===== src/rtl/event_counter_sync.sv =====
// event_counter_sync: synchronised edge counter with a programmable trigger pulse.
// The event line is brought into the clk_i domain. Selected edges are counted
// while ARMED. When the count reaches the threshold latched at arm time, a
// registered trigger pulse of the latched length is produced. After the pulse
// the block either re-arms automatically or parks in DONE.
module event_counter_sync #(
  parameter int WIDTH       = 32,
  parameter int PULSE_WIDTH = 16,
  parameter int SYNC_STAGES = 2
) (
  input  logic                   clk_i,
  input  logic                   rst_i,
  input  logic                   event_i,
  input  logic                   arm_i,
  input  logic                   disarm_i,
  input  logic [1:0]             edge_sel_i,
  input  logic                   rearm_i,
  input  logic [WIDTH-1:0]       threshold_i,
  input  logic [PULSE_WIDTH-1:0] pulse_len_i,
  output logic [WIDTH-1:0]       count_o,
  output logic                   trigger_o,
  output logic                   armed_o,
  output logic                   fired_o
);

  typedef enum logic [1:0] {
    IDLE  = 2'd0,
    ARMED = 2'd1,
    FIRE  = 2'd2,
    DONE  = 2'd3
  } state_t;

  localparam logic [WIDTH-1:0]       ONE_W = WIDTH'(1);
  localparam logic [PULSE_WIDTH-1:0] ONE_P = PULSE_WIDTH'(1);

  state_t                   state;
  state_t                   state_next;
  logic [SYNC_STAGES-1:0]   sync_p0;
  logic                     hist_p1;
  logic                     ev_now;
  logic                     rise;
  logic                     fall;
  logic                     edge_hit;
  logic [WIDTH-1:0]         count;
  logic [WIDTH-1:0]         count_inc;
  logic [WIDTH-1:0]         thr_lat;
  logic [PULSE_WIDTH-1:0]   plen_lat;
  logic [PULSE_WIDTH-1:0]   pcnt;
  logic                     fired;
  logic                     do_arm;
  logic                     fire_hit;
  logic                     enter_fire;
  logic                     pulse_end;

  // Saturating increment: the counter sticks at all-ones instead of wrapping.
  function automatic logic [WIDTH-1:0] sat_inc(input logic [WIDTH-1:0] v);
    if (v == {WIDTH{1'b1}}) begin
      return v;
    end
    return v + ONE_W;
  endfunction

  // A zero length or threshold would never complete, so zero is promoted to one.
  function automatic logic [WIDTH-1:0] min_one_w(input logic [WIDTH-1:0] v);
    return (v == '0) ? ONE_W : v;
  endfunction

  function automatic logic [PULSE_WIDTH-1:0] min_one_p(input logic [PULSE_WIDTH-1:0] v);
    return (v == '0) ? ONE_P : v;
  endfunction

  // Synchroniser chain followed by one history flop for edge comparison.
  always_ff @(posedge clk_i or posedge rst_i) begin
    if (rst_i) begin
      sync_p0 <= '0;
      hist_p1 <= 1'b0;
    end else begin
      sync_p0 <= {sync_p0[SYNC_STAGES-2:0], event_i};
      hist_p1 <= sync_p0[SYNC_STAGES-1];
    end
  end

  // --- stage boundary: synchronised level vs. history -> qualifying edge ---
  assign ev_now = sync_p0[SYNC_STAGES-1];
  assign rise   = ev_now & ~hist_p1;
  assign fall   = ~ev_now & hist_p1;

  // Edge selection is live: 00/11 rising, 01 falling, 10 both.
  always_comb begin
    edge_hit = rise;
    case (edge_sel_i)
      2'b01:   edge_hit = fall;
      2'b10:   edge_hit = rise | fall;
      default: edge_hit = rise;
    endcase
  end

  // disarm beats arm, arm beats a coincident edge.
  assign do_arm     = arm_i & ~disarm_i;
  assign count_inc  = sat_inc(count);
  assign fire_hit   = (state == ARMED) & edge_hit & (count_inc == thr_lat);
  assign enter_fire = fire_hit & ~arm_i & ~disarm_i;
  assign pulse_end  = (state == FIRE) & (pcnt == plen_lat);

  // State register.
  always_ff @(posedge clk_i or posedge rst_i) begin
    if (rst_i) begin
      state <= IDLE;
    end else begin
      state <= state_next;
    end
  end

  // Next-state logic.
  always_comb begin
    state_next = state;
    if (disarm_i) begin
      state_next = IDLE;
    end else if (arm_i) begin
      state_next = ARMED;
    end else begin
      case (state)
        ARMED: if (fire_hit) state_next = FIRE;
        FIRE:  if (pulse_end) state_next = rearm_i ? ARMED : DONE;
        default: state_next = state;
      endcase
    end
  end

  // Output decode straight from registered state and counters.
  always_comb begin
    count_o   = count;
    trigger_o = (state == FIRE);
    armed_o   = (state == ARMED);
    fired_o   = fired;
  end

  // Configuration is captured only on an effective arm; auto-rearm reuses it.
  always_ff @(posedge clk_i or posedge rst_i) begin
    if (rst_i) begin
      thr_lat  <= '0;
      plen_lat <= '0;
    end else if (do_arm) begin
      thr_lat  <= min_one_w(threshold_i);
      plen_lat <= min_one_p(pulse_len_i);
    end
  end

  // Edge counter: cleared by arm or by auto-rearm, held by disarm.
  always_ff @(posedge clk_i or posedge rst_i) begin
    if (rst_i) begin
      count <= '0;
    end else if (!disarm_i) begin
      if (arm_i) begin
        count <= '0;
      end else if ((state == ARMED) && edge_hit) begin
        count <= count_inc;
      end else if (pulse_end && rearm_i) begin
        count <= '0;
      end
    end
  end

  // Pulse length counter: 1 on the first FIRE cycle, expiry when it equals the length.
  always_ff @(posedge clk_i or posedge rst_i) begin
    if (rst_i) begin
      pcnt <= '0;
    end else if (enter_fire) begin
      pcnt <= ONE_P;
    end else if (state == FIRE) begin
      pcnt <= pcnt + ONE_P;
    end
  end

  // Sticky fired flag, set with the trigger and cleared only by arm.
  always_ff @(posedge clk_i or posedge rst_i) begin
    if (rst_i) begin
      fired <= 1'b0;
    end else if (do_arm) begin
      fired <= 1'b0;
    end else if (enter_fire) begin
      fired <= 1'b1;
    end
  end

endmodule


===== config.mk =====
export PLATFORM = sky130hd
export DESIGN_NAME = event_counter_sync
export DESIGN_NICKNAME = d
export VERILOG_FILES = /design/src/rtl/event_counter_sync.sv
export SDC_FILE = /design/constraint.sdc
export NUM_CORES = 1
export LEC_CHECK = 0
export ABC_AREA = 1
export BUFFER_PORTS_ARGS = -buffer_cell sky130_fd_sc_hd__buf_2
export CORE_ASPECT_RATIO = 0.8
export CORE_UTILIZATION = 35
export CTS_CLUSTER_DIAMETER = 200
export DETAILED_ROUTE_END_ITERATION = 10
export PLACE_DENSITY = 0.63
export SKIP_CTS_REPAIR_TIMING = 1
export SYNTH_ARGS = -nofsm -noshare
export SYNTH_HDL_FRONTEND = slang
export SYNTH_SLANG_ARGS = --single-unit

===== constraint.sdc =====
create_clock -name clk_i -period 8.2 [get_ports clk_i]
set_input_delay 1.64 -clock clk_i [delete_from_list [all_inputs] [get_ports clk_i]]
set_output_delay 1.64 -clock clk_i [all_outputs]
set_load 0.05 [all_outputs]

==> results of run 1 <==
[cell usage in the layout, fill, tap and decap left out, types with 5 or more instances in the layout]
cell type / instances
o21ai_0: 47
nand2_1: 348
o22ai_1: 7
a21oi_1: 7
nand3_2: 6
nand3b_1: 10
xor2_1: 23
nand3_1: 72
xnor2_1: 6
inv_2: 9
dfrtp_1: 102
ha_1: 8
nor2_1: 80
nor4_1: 15
buf_2: 90
nand2_2: 5
inv_1: 91
nand4_1: 8
clkbuf_16: 9
[how the worst max path moves through the flow]
stage,start,to,cells past startpoint
floorplan,rst_i,count_o[0],1
global placement,edge_sel_i[0],count_o[20],10
detailed placement,edge_sel_i[0],count_o[19],10
CTS,count_o[0],pcnt[1],16
global route,count_o[0],pcnt[1],15
finish,count_o[0],pcnt[1],16
[metal layers]
metal / global-route usage / up-vias / wire length [µm]
li1: - / 2989 / -
met1: 0.320 / 2791 / 8980
met2: 0.298 / 231 / 7610
met3: 0.0538 / 17 / 1590
met4: 0.0413 / 0 / 226
met5: 0 / - / 0
[cell usage after synthesis, drive strengths merged]
cell    count
xor2       23
clkbuf     16
buf         5
nand3      79
or2         4
xnor2       6
and3        1
dfrtp     102
nor3        3
a21oi       7
nand4       8
o22ai       7
a221oi      3
inv       101
nor3b       1
nand2     355
o21ai      47
a21o        1
nand3b     10
nor4       15
ha          8
nor2       86
o21bai      4
o211ai      1
[flip-flops by register name (all words and copies together) (netlist names)]
| name | count |
|---|---|
| thr_lat | 32 |
| count_o | 32 |
| hist_p1 | 1 |
| state | 2 |
| sync_p0 | 2 |
| pcnt | 16 |
| fired_o | 1 |
| plen_lat | 16 |
[report_power, final]
part / internal (mW) / switching, mW / total [mW]
logic: 0.0713 / 0.115 / 0.187
clock network: 0.213 / 0.213 / 0.426
registers: 0.547 / 0.0398 / 0.587
total: 0.832 / 0.368 / 1.20
[cells by family (layout without fill, tap and decap cells)]
logic type | after synthesis | count (layout) | share of synthesized area
DFF | 102 | 102 | 0.412
buffers and inverters | 122 | 210 | 0.0780
AOI/OAI and AO/OA | 70 | 70 | 0.0622
adders and majority gates | 8 | 8 | 0.0162
xor gates and xnor gates | 29 | 29 | 0.0410
and+or+nand+nor | 562 | 562 | 0.391
[critical path, stage by stage (launching register included)]
cell and delay (ns):
dfrtp_1 0.56, ha_1 0.39, nand3_2 0.16, inv_2 0.15
nand2_4 0.11, nor2_8 0.18, nand2_4 0.32, nand2_1 0.24
nand2_1 0.07, nand2_1 0.14, nand3_1 0.09, nor2_1 0.18
nand2_1 0.09, nor2_2 0.18, nand3_4 0.27, o211ai_1 0.17
inv_1 0.05
[cell type report]
type | instances | area share
multi-input combinational | 669 | 0.443
sequential | 102 | 0.357
timing repair buffer | 93 | 0.0662
inverter | 101 | 0.0534
tap | 225 | 0.0394
clock buffer | 9 | 0.0315
clock inverter | 7 | 0.00963
[metrics by stage]
stage	hold slack [ns]	cells	instance area, µm²
after floorplan	0.331	893	6190
after global placement	0.364	1190	6860
after detailed placement	0.350	1190	6860
after CTS	0.367	1206	7150
after global routing	0.373	1206	7150
final	0.362	1206	7150
==> results.sh, run 1 <==
export IMPL_fin_nets=1040
export IMPL_routabilityCongestion=0.960
export IMPL_clk_latency_ns=0.36
export IMPL_netlist_cell_type_count=32
export IMPL_syn2layout_area_growth_pct=15.4
export IMPL_drive_gt1_frac=0.146
export IMPL_syn_area_mm2=0.00619
export IMPL_grt_max_degree=74
export IMPL_r2r_slack_ns=4.70
export IMPL_wl_per_cell_um=15.3
export IMPL_p_leak_nw=3.75
export IMPL_hold_depth=0
export IMPL_slew_headroom=0.392
export IMPL_finalHoldViolations=0
export IMPL_pre_cts_ws_ns=4.41
export IMPL_final_core_util=0.413
export IMPL_r2r_start="count_o[0]"
export IMPL_viasPerCell=5.00
export IMPL_skew_ns=0.0135
export IMPL_rsz0062_at_grt="false"
export IMPL_syn_area_per_cell_um2=6.94
export IMPL_final_setup_tns_ns=0
export IMPL_routed_wl_um=18400
export IMPL_synthTopCellsByArea="dfrtp_1 41%, nand2_1 21%, nand3_1 5.8%, inv_1 5.6%, nor2_1 4.9%"
export IMPL_endpoint_kind="register"
export IMPL_start_util=0.358
export IMPL_drc=0
export IMPL_cts_buffers=9
export IMPL_worstSetupPathType="reg2reg"
export IMPL_r2r_cells=16
export IMPL_syn_inst=893
export IMPL_yosys_warnings=0
export IMPL_post_route_period_util=0.426
export IMPL_cellPowerDensity_mw_per_mm2=168
export IMPL_critPathLaunchType="register"
export IMPL_maxCapViolations=0
export IMPL_dp_hpwl_um=14000
export IMPL_die_w_um=151
export IMPL_vdd_drop_max_mv=0.0811
export IMPL_yosysTopAreaCellShare=0.412
export IMPL_regArea_mm2=0.00255
export IMPL_die_y_um=121
export IMPL_clkSinkCount=102
export IMPL_tightest_slew_ns=0.912
export IMPL_ys_ff_latch=102
export IMPL_clockBufferDepth=2
export IMPL_r2r_end="pcnt[1]"
export IMPL_ys_seq_area_frac=0.412
export IMPL_rows=43
export IMPL_worst_slack_ns=4.70
export IMPL_grt_pass1_wl_um=28900
export IMPL_synth_top_area_cell="dfrtp_1"
export IMPL_whs_endpoint="sync_p0[1]"
export IMPL_clkTransAtPathRegs_ns=0.07
export IMPL_outcome="finished, final reports clean"
export IMPL_core_area_mm2=0.0173
export IMPL_worstPathRequired_ns=8.44
export IMPL_hold_path_class="reg2reg"
export IMPL_syn_num_nets=957
export IMPL_power_mw=1.20
export IMPL_multiInputGateArea_mm2=0.00317
export IMPL_ios=91
export IMPL_setup_violations=0
export IMPL_root_buffer="clkbuf_16"
export IMPL_first_pass_iters=5
export IMPL_path_max_fanout=50
export IMPL_cts_tree="built"
export IMPL_grt_use_total=0.211
export IMPL_grt_ovfl_total=0
export IMPL_fmax_ghz=0.286
export IMPL_nFillCells=1830
export IMPL_period_needed_ns=3.50
export IMPL_postRouteAntennaNets=0
export IMPL_antenna_found_initial=0
export IMPL_drt_iter0_drc=567
export IMPL_vias=6028
export IMPL_cts_htree_levels=3
export IMPL_dieArea_mm2=0.0182
export IMPL_numPortBuffers=90
export IMPL_arrival_ns=3.73
export IMPL_min_from="sync_p0[0]"
export IMPL_grt_pass1_vias=5330
export IMPL_final_max_slew_viol_count=0
export IMPL_antennaDiodeCount=0
(Power assumes the default switching activity.)
==> run 2: changes to the inputs <==
--- a/config.mk
+++ b/config.mk
@@ -11,7 +11,7 @@
 export CORE_UTILIZATION = 35
 export CTS_CLUSTER_DIAMETER = 200
 export DETAILED_ROUTE_END_ITERATION = 10
-export PLACE_DENSITY = 0.63
+export PLACE_DENSITY = 0.65
 export SKIP_CTS_REPAIR_TIMING = 1
 export SYNTH_ARGS = -nofsm -noshare
 export SYNTH_HDL_FRONTEND = slang
==> constraint.sdc (replaced) <==
create_clock -name clk_i -period 2.85 [get_ports clk_i]
set_input_delay 0.57 -clock clk_i [delete_from_list [all_inputs] [get_ports clk_i]]
set_output_delay 0.57 -clock clk_i [all_outputs]
set_load 0.05 [all_outputs]
==> run 2 against run 1 <==
Combinational power increased to 3.0 times the previous value; core utilization increased by 3.0 points; highest routed layer unchanged; die area unchanged; clock skew is 0.0037 ns higher; critical path type unchanged; worst setup slack got worse by 4.5 ns; final area increased by 7.3%; total power grew to 2.8 times the previous value.
==> results.sh, run 2 (synthesized netlist as in run 1, its figures left out) <==
export IMPL_r2r_start="count_o[0]"
export IMPL_setup_violations=0
export IMPL_core_area_mm2=0.0173
export IMPL_postRouteAntennaNets=0
export IMPL_syn2layout_area_growth_pct=23.8
export IMPL_r2r_slack_ns=0.22
export IMPL_grt_ovfl_total=0
export IMPL_clkSinkCount=102
export IMPL_grt_pass1_wl_um=30900
export IMPL_grt_pass1_vias=5796
export IMPL_grt_use_total=0.225
export IMPL_cts_htree_levels=3
export IMPL_ios=91
export IMPL_r2r_cells=19
export IMPL_cts_buffers=9
export IMPL_tightest_slew_ns=0.798
export IMPL_die_y_um=121
export IMPL_critPathLaunchType="register"
export IMPL_min_from="event_i"
export IMPL_final_setup_tns_ns=0
export IMPL_finalHoldViolations=0
export IMPL_final_core_util=0.443
export IMPL_hold_path_class="in2reg"
export IMPL_endpoint_kind="register"
export IMPL_clk_latency_ns=0.36
export IMPL_slew_headroom=0.468
export IMPL_wl_per_cell_um=15.6
export IMPL_layout_cells_non_filler=1262
export IMPL_p_leak_nw=3.99
export IMPL_hold_depth=1
export IMPL_antennaDiodeCount=0
export IMPL_layout_common_cells="346 x nand2_1, 93 x dfrtp_1, 91 x inv_1"
export IMPL_vdd_drop_max_mv=0.259
export IMPL_fin_nets=1097
export IMPL_maxCapViolations=0
export IMPL_final_max_slew_viol_count=0
export IMPL_routed_wl_um=19700
export IMPL_whs_endpoint="sync_p0[0]"
export IMPL_clockBufferDepth=2
export IMPL_path_max_fanout=17
export IMPL_vias=6284
export IMPL_skew_ns=0.0172
export IMPL_routabilityCongestion=1.01
export IMPL_drive_gt1_frac=0.212
export IMPL_dp_hpwl_um=15200
export IMPL_fmax_ghz=0.380
export IMPL_worstPathRequired_ns=3.09
export IMPL_drc=0
export IMPL_cellPowerDensity_mw_per_mm2=444
export IMPL_busiest_layer="met1"
export IMPL_clkTransAtPathRegs_ns=0.08
export IMPL_dieArea_mm2=0.0182
export IMPL_rows=43
export IMPL_r2r_end="pcnt[1]"
export IMPL_drt_iter0_drc=551
export IMPL_start_util=0.358
export IMPL_first_pass_iters=5
export IMPL_outcome="finished, final reports clean"
export IMPL_period_needed_ns=2.63
export IMPL_grt_use_met3=0.0586
export IMPL_cts_tree="built"
export IMPL_worstSetupPathType="reg2reg"
export IMPL_numPortBuffers=90
export IMPL_arrival_ns=2.87
export IMPL_place_inst=1235
export IMPL_final_common_cell="nand2_1"
export IMPL_antenna_found_initial=0
export IMPL_die_w_um=151
export IMPL_grt_max_degree=74
export IMPL_post_route_period_util=0.923
export IMPL_met2_usage=0.314
export IMPL_root_buffer="clkbuf_16"
export IMPL_grtUsageMet1=0.339
export IMPL_viasPerCell=4.98
==> run 2: changes by cell type in the layout (fill, tap and decap cells not counted), moves of 2 or more <==
cell / change
nor2_1: -10
nand2_1: -2
nor2_2: +5
nand2_2: +2
clkbuf_1: +2
buf_4: +54
nor2_4: +5
dfrtp_2: +9
dfrtp_1: -9
nand3_4: +2
==> run 2: worst max-delay path, stage by stage (launching register included) <==
cell and delay (ns):
dfrtp_1 0.39, ha_2 0.23, nand3_4 0.10, inv_4 0.10
nand2_4 0.08, nor2_8 0.15, nand2_8 0.11, buf_6 0.16
nand2_1 0.05, nand2_1 0.08, nand2_1 0.07, nand2_1 0.05
nor2_2 0.09, nand2_1 0.07, nor2_2 0.11, nand2_1 0.10
nor2_4 0.19, nand3_4 0.17, o211ai_1 0.14, inv_1 0.05
==> run 2: cell type report <==
cell class	instances	area, µm²
Fill cell	1816	9660
Multi-Input combinational cell	670	3260
Sequential cell	102	2560
Timing Repair Buffer	149	910
Inverter	101	385
Tap cell	225	282
Clock buffer	11	233
Clock inverter	4	32.5
==> run 2: worst max-delay path by stage <==
stage | slack (ns) | endpoint | start | depth (start not counted)
6_report | 0.22 | pcnt[1] | count_o[0] | 19
2_1_floorplan | 0.02 | pcnt[11] | count_o[0] | 17
3_5_place_dp | -0.02 | pcnt[1] | count_o[2] | 15
4_1_cts | -0.06 | pcnt[1] | count_o[2] | 15
5_1_grt | -0.04 | state[0] | count_o[1] | 22
3_3_place_gp | -0.05 | pcnt[1] | count_o[2] | 15
==> run 2: per-layer routing <==
metal	wire, µm	share of wire
met4	349	0.018
met1	9570	0.49
met3	1550	0.079
met2	8210	0.42
met5	0	0
==> run 2: through the flow <==
stage / cell area [µm²] / hold slack [ns] / setup WS [ns] / power, mW
final: 7670 / 0.323 / 0.220 / 3.41
after detailed placement: 7210 / 0.352 / -0.0244 / 2.27
after global placement: 7210 / 0.354 / -0.0492 / 2.26
after global routing: 7670 / 0.317 / -0.0411 / 3.59
after floorplan: 6200 / 0.331 / 0.0168 / 2.06
after CTS: 7470 / 0.314 / -0.0614 / 3.43
==> run 2: power by group <==
part | switching [mW] | internal (mW)
Combinational | 0.342 | 0.216
Sequential | 0.119 | 1.57
Clock | 0.563 | 0.593
